File: src/rtl/reg_dump_pkg.sv
// rtl/reg_dump_pkg.sv - shared state encoding and mode constants for reg_dump_ctrl
package reg_dump_pkg;

    typedef enum logic [2:0] {
        S_IDLE      = 3'd0,
        S_DUMP_RD   = 3'd1,
        S_DUMP_OUT0 = 3'd2,
        S_DUMP_OUT1 = 3'd3,
        S_LOAD      = 3'd4,
        S_DONE      = 3'd5,
        S_CSUM      = 3'd6
    } dumpState_t;

    localparam logic MODE_DUMP = 1'b0;
    localparam logic MODE_LOAD = 1'b1;

endpackage

File: src/rtl/reg_dump_if.sv
// rtl/reg_dump_if.sv - register file port plus load/dump word streams
interface reg_dump_if #(
    parameter int ADDR_W = 5,
    parameter int DATA_W = 32
);
    logic [ADDR_W-1:0] readReg1;
    logic [ADDR_W-1:0] readReg2;
    logic [DATA_W-1:0] readData1;
    logic [DATA_W-1:0] readData2;
    logic [ADDR_W-1:0] writeReg;
    logic [DATA_W-1:0] writeData;
    logic              regWrite;
    logic              in_valid;
    logic              in_ready;
    logic [DATA_W-1:0] in_data;
    logic              out_valid;
    logic              out_ready;
    logic [DATA_W-1:0] out_data;
    logic [ADDR_W-1:0] out_idx;

    modport master (
        output readReg1, readReg2, writeReg, writeData, regWrite,
        output in_ready, out_valid, out_data, out_idx,
        input  readData1, readData2, in_valid, in_data, out_ready
    );

    modport slave (
        input  readReg1, readReg2, writeReg, writeData, regWrite,
        input  in_ready, out_valid, out_data, out_idx,
        output readData1, readData2, in_valid, in_data, out_ready
    );
endinterface

File: src/rtl/reg_dump_ctrl.sv
// rtl/reg_dump_ctrl.sv - bulk load/dump sequencer for the CPU register file
// Optional trailing XOR checksum word on dumps: define REG_DUMP_CSUM_EN.
module reg_dump_ctrl
    import reg_dump_pkg::*;
#(
    parameter int NUM_REGS = 32,
    parameter int ADDR_W   = 5,
    parameter int DATA_W   = 32
) (
    input  logic       clk,
    input  logic       reset,
    input  logic       start,
    input  logic       mode,
    output logic       busy,
    output logic       done,
    reg_dump_if.master bus
);

    localparam logic [ADDR_W-1:0] LAST_PAIR = ADDR_W'(NUM_REGS / 2 - 1);
    localparam logic [ADDR_W-1:0] LAST_WORD = ADDR_W'(NUM_REGS - 1);

    dumpState_t        state, stateNext;
    logic [ADDR_W-1:0] pairCnt;
    logic [ADDR_W-1:0] wordCnt;
    logic [DATA_W-1:0] buf0, buf1;
    logic [ADDR_W-1:0] pairBase;
    logic              lastPair, lastWord;
`ifdef REG_DUMP_CSUM_EN
    logic [DATA_W-1:0] csum;
`endif

    assign pairBase = {pairCnt[ADDR_W-2:0], 1'b0};
    assign lastPair = (pairCnt == LAST_PAIR);
    assign lastWord = (wordCnt == LAST_WORD);

    always_ff @(posedge clk) begin
        if (reset) begin
            state   <= S_IDLE;
            pairCnt <= '0;
            wordCnt <= '0;
            buf0    <= '0;
            buf1    <= '0;
`ifdef REG_DUMP_CSUM_EN
            csum    <= '0;
`endif
        end else begin
            state <= stateNext;
            case (state)
                S_IDLE: if (start) begin
                    pairCnt <= '0;
                    wordCnt <= '0;
`ifdef REG_DUMP_CSUM_EN
                    csum    <= '0;
`endif
                end
                // Register file reads are combinational, so data is captured in the address cycle.
                S_DUMP_RD: begin
                    buf0 <= bus.readData1;
                    buf1 <= bus.readData2;
                end
                S_DUMP_OUT0: begin
`ifdef REG_DUMP_CSUM_EN
                    if (bus.out_ready) csum <= csum ^ buf0;
`endif
                end
                S_DUMP_OUT1: begin
                    if (bus.out_ready && !lastPair) pairCnt <= pairCnt + ADDR_W'(1);
`ifdef REG_DUMP_CSUM_EN
                    if (bus.out_ready) csum <= csum ^ buf1;
`endif
                end
                S_LOAD: if (bus.in_valid && !lastWord) wordCnt <= wordCnt + ADDR_W'(1);
                default: ;
            endcase
        end
    end

    always_comb begin
        stateNext = state;
        case (state)
            S_IDLE:      if (start) stateNext = (mode == MODE_LOAD) ? S_LOAD : S_DUMP_RD;
            S_DUMP_RD:   stateNext = S_DUMP_OUT0;
            S_DUMP_OUT0: if (bus.out_ready) stateNext = S_DUMP_OUT1;
            S_DUMP_OUT1: if (bus.out_ready) begin
`ifdef REG_DUMP_CSUM_EN
                stateNext = lastPair ? S_CSUM : S_DUMP_RD;
`else
                stateNext = lastPair ? S_DONE : S_DUMP_RD;
`endif
            end
`ifdef REG_DUMP_CSUM_EN
            S_CSUM:      if (bus.out_ready) stateNext = S_DONE;
`endif
            S_LOAD:      if (bus.in_valid && lastWord) stateNext = S_DONE;
            S_DONE:      stateNext = S_IDLE;
            default:     stateNext = S_IDLE;
        endcase
    end

    always_comb begin
        busy          = (state != S_IDLE);
        done          = (state == S_DONE);
        bus.readReg1  = '0;
        bus.readReg2  = '0;
        bus.writeReg  = '0;
        bus.writeData = '0;
        bus.regWrite  = 1'b0;
        bus.in_ready  = 1'b0;
        bus.out_valid = 1'b0;
        bus.out_data  = '0;
        bus.out_idx   = '0;
        case (state)
            S_DUMP_RD: begin
                bus.readReg1 = pairBase;
                bus.readReg2 = pairBase | ADDR_W'(1);
            end
            S_DUMP_OUT0: begin
                bus.out_valid = 1'b1;
                bus.out_data  = buf0;
                bus.out_idx   = pairBase;
            end
            S_DUMP_OUT1: begin
                bus.out_valid = 1'b1;
                bus.out_data  = buf1;
                bus.out_idx   = pairBase | ADDR_W'(1);
            end
`ifdef REG_DUMP_CSUM_EN
            S_CSUM: begin
                bus.out_valid = 1'b1;
                bus.out_data  = csum;
            end
`endif
            S_LOAD: begin
                bus.in_ready  = 1'b1;
                bus.regWrite  = bus.in_valid;
                bus.writeReg  = wordCnt;
                bus.writeData = bus.in_data;
            end
            default: ;
        endcase
    end

endmodule

File: src/flat_wrapper.sv
// flat-port wrapper written by rule: the top's interface ports become plain ports
module reg_dump_ctrl_flat import reg_dump_pkg::*;
#(
    parameter int NUM_REGS = 32,
    parameter int ADDR_W   = 5,
    parameter int DATA_W   = 32
)
  (clk, reset, start, mode, busy, done, bus_readReg1, bus_readReg2, bus_writeReg, bus_writeData, bus_regWrite, bus_in_ready, bus_out_valid, bus_out_data, bus_out_idx, bus_readData1, bus_readData2, bus_in_valid, bus_in_data, bus_out_ready);
  reg_dump_if #(.ADDR_W(ADDR_W), .DATA_W(DATA_W)) bus_i ();
  input  logic clk;
  input  logic reset;
  input  logic start;
  input  logic mode;
  output logic busy;
  output logic done;
  output wire logic [$bits(bus_i.readReg1)-1:0] bus_readReg1;
  output wire logic [$bits(bus_i.readReg2)-1:0] bus_readReg2;
  output wire logic [$bits(bus_i.writeReg)-1:0] bus_writeReg;
  output wire logic [$bits(bus_i.writeData)-1:0] bus_writeData;
  output wire logic [$bits(bus_i.regWrite)-1:0] bus_regWrite;
  output wire logic [$bits(bus_i.in_ready)-1:0] bus_in_ready;
  output wire logic [$bits(bus_i.out_valid)-1:0] bus_out_valid;
  output wire logic [$bits(bus_i.out_data)-1:0] bus_out_data;
  output wire logic [$bits(bus_i.out_idx)-1:0] bus_out_idx;
  input wire logic [$bits(bus_i.readData1)-1:0] bus_readData1;
  input wire logic [$bits(bus_i.readData2)-1:0] bus_readData2;
  input wire logic [$bits(bus_i.in_valid)-1:0] bus_in_valid;
  input wire logic [$bits(bus_i.in_data)-1:0] bus_in_data;
  input wire logic [$bits(bus_i.out_ready)-1:0] bus_out_ready;
  assign bus_readReg1 = bus_i.readReg1;
  assign bus_readReg2 = bus_i.readReg2;
  assign bus_writeReg = bus_i.writeReg;
  assign bus_writeData = bus_i.writeData;
  assign bus_regWrite = bus_i.regWrite;
  assign bus_in_ready = bus_i.in_ready;
  assign bus_out_valid = bus_i.out_valid;
  assign bus_out_data = bus_i.out_data;
  assign bus_out_idx = bus_i.out_idx;
  assign bus_i.readData1 = bus_readData1;
  assign bus_i.readData2 = bus_readData2;
  assign bus_i.in_valid = bus_in_valid;
  assign bus_i.in_data = bus_in_data;
  assign bus_i.out_ready = bus_out_ready;
  reg_dump_ctrl #(.NUM_REGS(NUM_REGS), .ADDR_W(ADDR_W), .DATA_W(DATA_W)) u_core (.clk(clk), .reset(reset), .start(start), .mode(mode), .busy(busy), .done(done), .bus(bus_i));
endmodule
File: config.mk
export PLATFORM = sky130hd
export DESIGN_NAME = reg_dump_ctrl_flat
export DESIGN_NICKNAME = d
export VERILOG_FILES = /design/src/rtl/reg_dump_pkg.sv /design/src/rtl/reg_dump_if.sv /design/src/rtl/reg_dump_ctrl.sv /design/src/flat_wrapper.sv
export SDC_FILE = /design/constraint.sdc
export NUM_CORES = 1
export LEC_CHECK = 0
export CORE_AREA = 4 4 71 139
export DETAILED_ROUTE_END_ITERATION = 10
export DIE_AREA = 0 0 75 143
export GPL_TIMING_DRIVEN = 0
export PLACE_DENSITY = 0.85
export SYNTH_ARGS = -nofsm -noshare
export SYNTH_HDL_FRONTEND = slang
export SYNTH_SLANG_ARGS = --single-unit
File: constraint.sdc
create_clock -name clk -period 4.5 [get_ports clk]
set_clock_uncertainty 0.05 [all_clocks]
set_input_delay 0.9 -clock clk [delete_from_list [all_inputs] [get_ports clk]]
set_output_delay 0.9 -clock clk [all_outputs]
set_load 0.01 [all_outputs]
==> results.toml <==
[run_status]
outcome = "finished clean"

[clocking]
htree_levels = 3
cts_buffers = 9
clkSinkCount = 77
clkLatencyLatePin_ns = 0.33
clock_path_buffers = 2
ctsRootBufferMaster = "clkbuf_16"
hold_buffers = 0
post_cts_buffers = 0
cts_tree = "built"
path_clk_slew_ns = 0.05
cts_resized = 0

[setup_path]
startpoint = "u_core.state[2]"
rr_startpoint = "u_core.wordCnt[0]"
crit_path_end_kind = "output port"
arrival_ns = 2.45
r2r_slack_ns = 2.41
worst-path-max-fanout = 10
critical_path_class = "register to output port"
cp-start-kind = "register"
crit_required_ns = 3.55

[global_routing]
grt_usage = 0.2466
grt_pass1_vias = 4336
grt_pass1_wl_mm = 20.05
grt_max_degree = 13
grt_antenna_before_repair = 0
grt_remaining_overflow = 0

[floorplanning]
die_h_um = 143
die_area_um2 = 10730
die_x_um = 75
io_pins = 191
fp-row-count = 49
start_util = 0.4277
core-area_um2 = 8890

[synth]
syn_avg_cell_area_um2 = 7.544
synth_seq_area_share = 0.4054
synthArstFlopShare = 0
ys_ff_latch = 77
synth_edf_count = 0
synth_nets = 610
synth_area_leader_cell = "dfxtp_1"
synth_ff_type = "dfxtp_1"
synth_top_cell_area_share = 0.4054
yosysMostFrequentCell = "nand2_1"
synth_area_leaders = "dfxtp_1 41%, nand2_1 14%, a21oi_1 9.1%"
yosys.cell_types.count = 40
syn-cell-area_um2 = 3802
synthesis.yosys.warnings = 0
syn_inst = 504
yosys-top-cells-count = "138 x nand2_1, 77 x dfxtp_1, 69 x a21oi_1, 41 x and3_1, 37 x nor2_1"

[worst_hold_path]
min_from = "u_core.buf0[28]"
hold_path.class = "register to register"

[timing]
fin_crit_sh = 0.7555
finalHoldViolations = 0
fin_ws_ns = 1.100
drv_slew = 0
worst_pin_slew_ns = 0.5734
max_freq_mhz = 294.1
worst_slew_margin_rel = 0.6178
rsz0062_at_grt = "false"
fin_crit_ns = 3.400
setup_viol = 0
finalSetupTns_ns = 0

[detailed_routing]
num_vias = 4269
met3WireLength_mm = 1.189
wl_per_cell_um = 16.74
drtAntennaViolNets = 0
wl_met1_mm = 4.239
top_layer = "met4"
viasPerCell = 5.264
drt_wl_total_mm = 13.58
drc_errors = 0
dr.pass1.iters = 4
drt_iter0_markers = 173
met2WireLength_mm = 7.616

[power]
vdd_drop_max_mv = 0.3455
powerDensity_nw_per_um2 = 367.8
static-leakage-power_nw = 2.334

[place]
place.port_buffers = 189
dp_slack_ns = 1.424
gp_congestion = 0.8160
dp_hpwl_mm = 10.68

[finish]
diodes = 0
drive_gt1_frac = 0.06629
area_delta_synth_final_pct = 61.70
layout.nets = 810

[run]
cap_violations = 0
[layer usage]
| layer | vias to the layer above | track usage |
|---|---|---|
| met4 | 0 | 0.1435 |
| met3 | 45 | 0.05356 |
| met2 | 211 | 0.4798 |
| met1 | 1944 | 0.2141 |
| met5 | - | 0 |
| li1 | 2069 | - |
[report_power, final]
group,total [mW],internal (mW),switching (mW)
logic,0.692,0.316,0.376
registers,0.789,0.752,0.0374
clock network,0.780,0.514,0.267
total,2.26,1.58,0.680
[worst max-delay path: stages (launching register included)]
cell and delay [ns]:
dfxtp_1 0.29, buf_2 0.17, or3b_1 0.44, inv_2 0.12, buf_6 0.16, buf_6 0.15
and2_1 0.15, buf_4 0.10, clkdlybuf4s50_1 0.53
[area by class of cell]
cell class	count	area, um^2
fillers	750	2741
multi-input cells	375	2006
repair buffers	189	1892
flip-flops and latches	77	1541
clock buffers	12	256.5
plain buffers	48	240.2
well taps	102	127.6
clock inverters	4	70.07
inverters	4	15.01
[path summary, 6_finish.rpt]
check	cells past startpoint	end
setup / recovery	8	bus_readReg2[4]
hold / removal	2	u_core.buf0[28]
setup reg to reg	7	u_core.wordCnt[2]
hold reg to reg	2	u_core.buf0[28]
[kinds of logic (layout without fill, tap and decap cells)]
family,count (synthesis),in the layout,synth area share
simple gates,252,252,0.3024
compound gates,85,85,0.1241
flops,77,77,0.4054
buf+inv,52,257,0.06713
mux,33,33,0.08687
fa+ha+maj,4,4,0.01316
other cells,1,1,0.0009862
[through the flow]
stage / power, mW / utilization / hold slack (ns) / instances / area [um^2]
floorplan: 1.183 / - / 0.3857 / 504 / 3802
global placement: 1.468 / 0.6549 / 0.3918 / 795 / 5822
finish: 2.261 / 0.6916 / 0.4034 / 811 / 6148
global route: 2.365 / 0.6916 / 0.4244 / 811 / 6148
detailed placement: 1.492 / 0.6549 / 0.3971 / 795 / 5822
CTS: 2.269 / 0.6916 / 0.4033 / 811 / 6148
[cell usage in the layout (no fill, tap or decap), types with 2 or more instances in the layout]
| cell | synthesis | final |
|---|---|---|
| nand3_1 | 8 | 8 |
| clkbuf_8 | 0 | 2 |
| buf_6 | 2 | 2 |
| clkbuf_16 | 0 | 9 |
| a21o_1 | 2 | 2 |
| clkbuf_1 | 20 | 21 |
| buf_2 | 21 | 21 |
| buf_4 | 5 | 5 |
| clkdlybuf4s50_1 | 0 | 189 |
| nand2_1 | 138 | 138 |
| clkinv_2 | 0 | 2 |
| and2_1 | 8 | 8 |
| nand2b_1 | 6 | 6 |
| inv_1 | 3 | 3 |
| bufinv_16 | 0 | 2 |
| or3_1 | 2 | 2 |
| nor3_1 | 2 | 2 |
| dfxtp_1 | 77 | 77 |
| a21oi_1 | 69 | 69 |
| ha_1 | 4 | 4 |
| mux2i_1 | 33 | 33 |
| and3_1 | 41 | 41 |
| nor2_1 | 37 | 37 |
| o22ai_1 | 2 | 2 |
| o21ai_0 | 4 | 4 |
[flip-flops by register name (all words and copies together) (netlist names)]
register	count
u_core.buf1	32
u_core.buf0	32
u_core.wordCnt	5
u_core.pairCnt	5
u_core.state	3
Power figures use the tool's default switching activity.
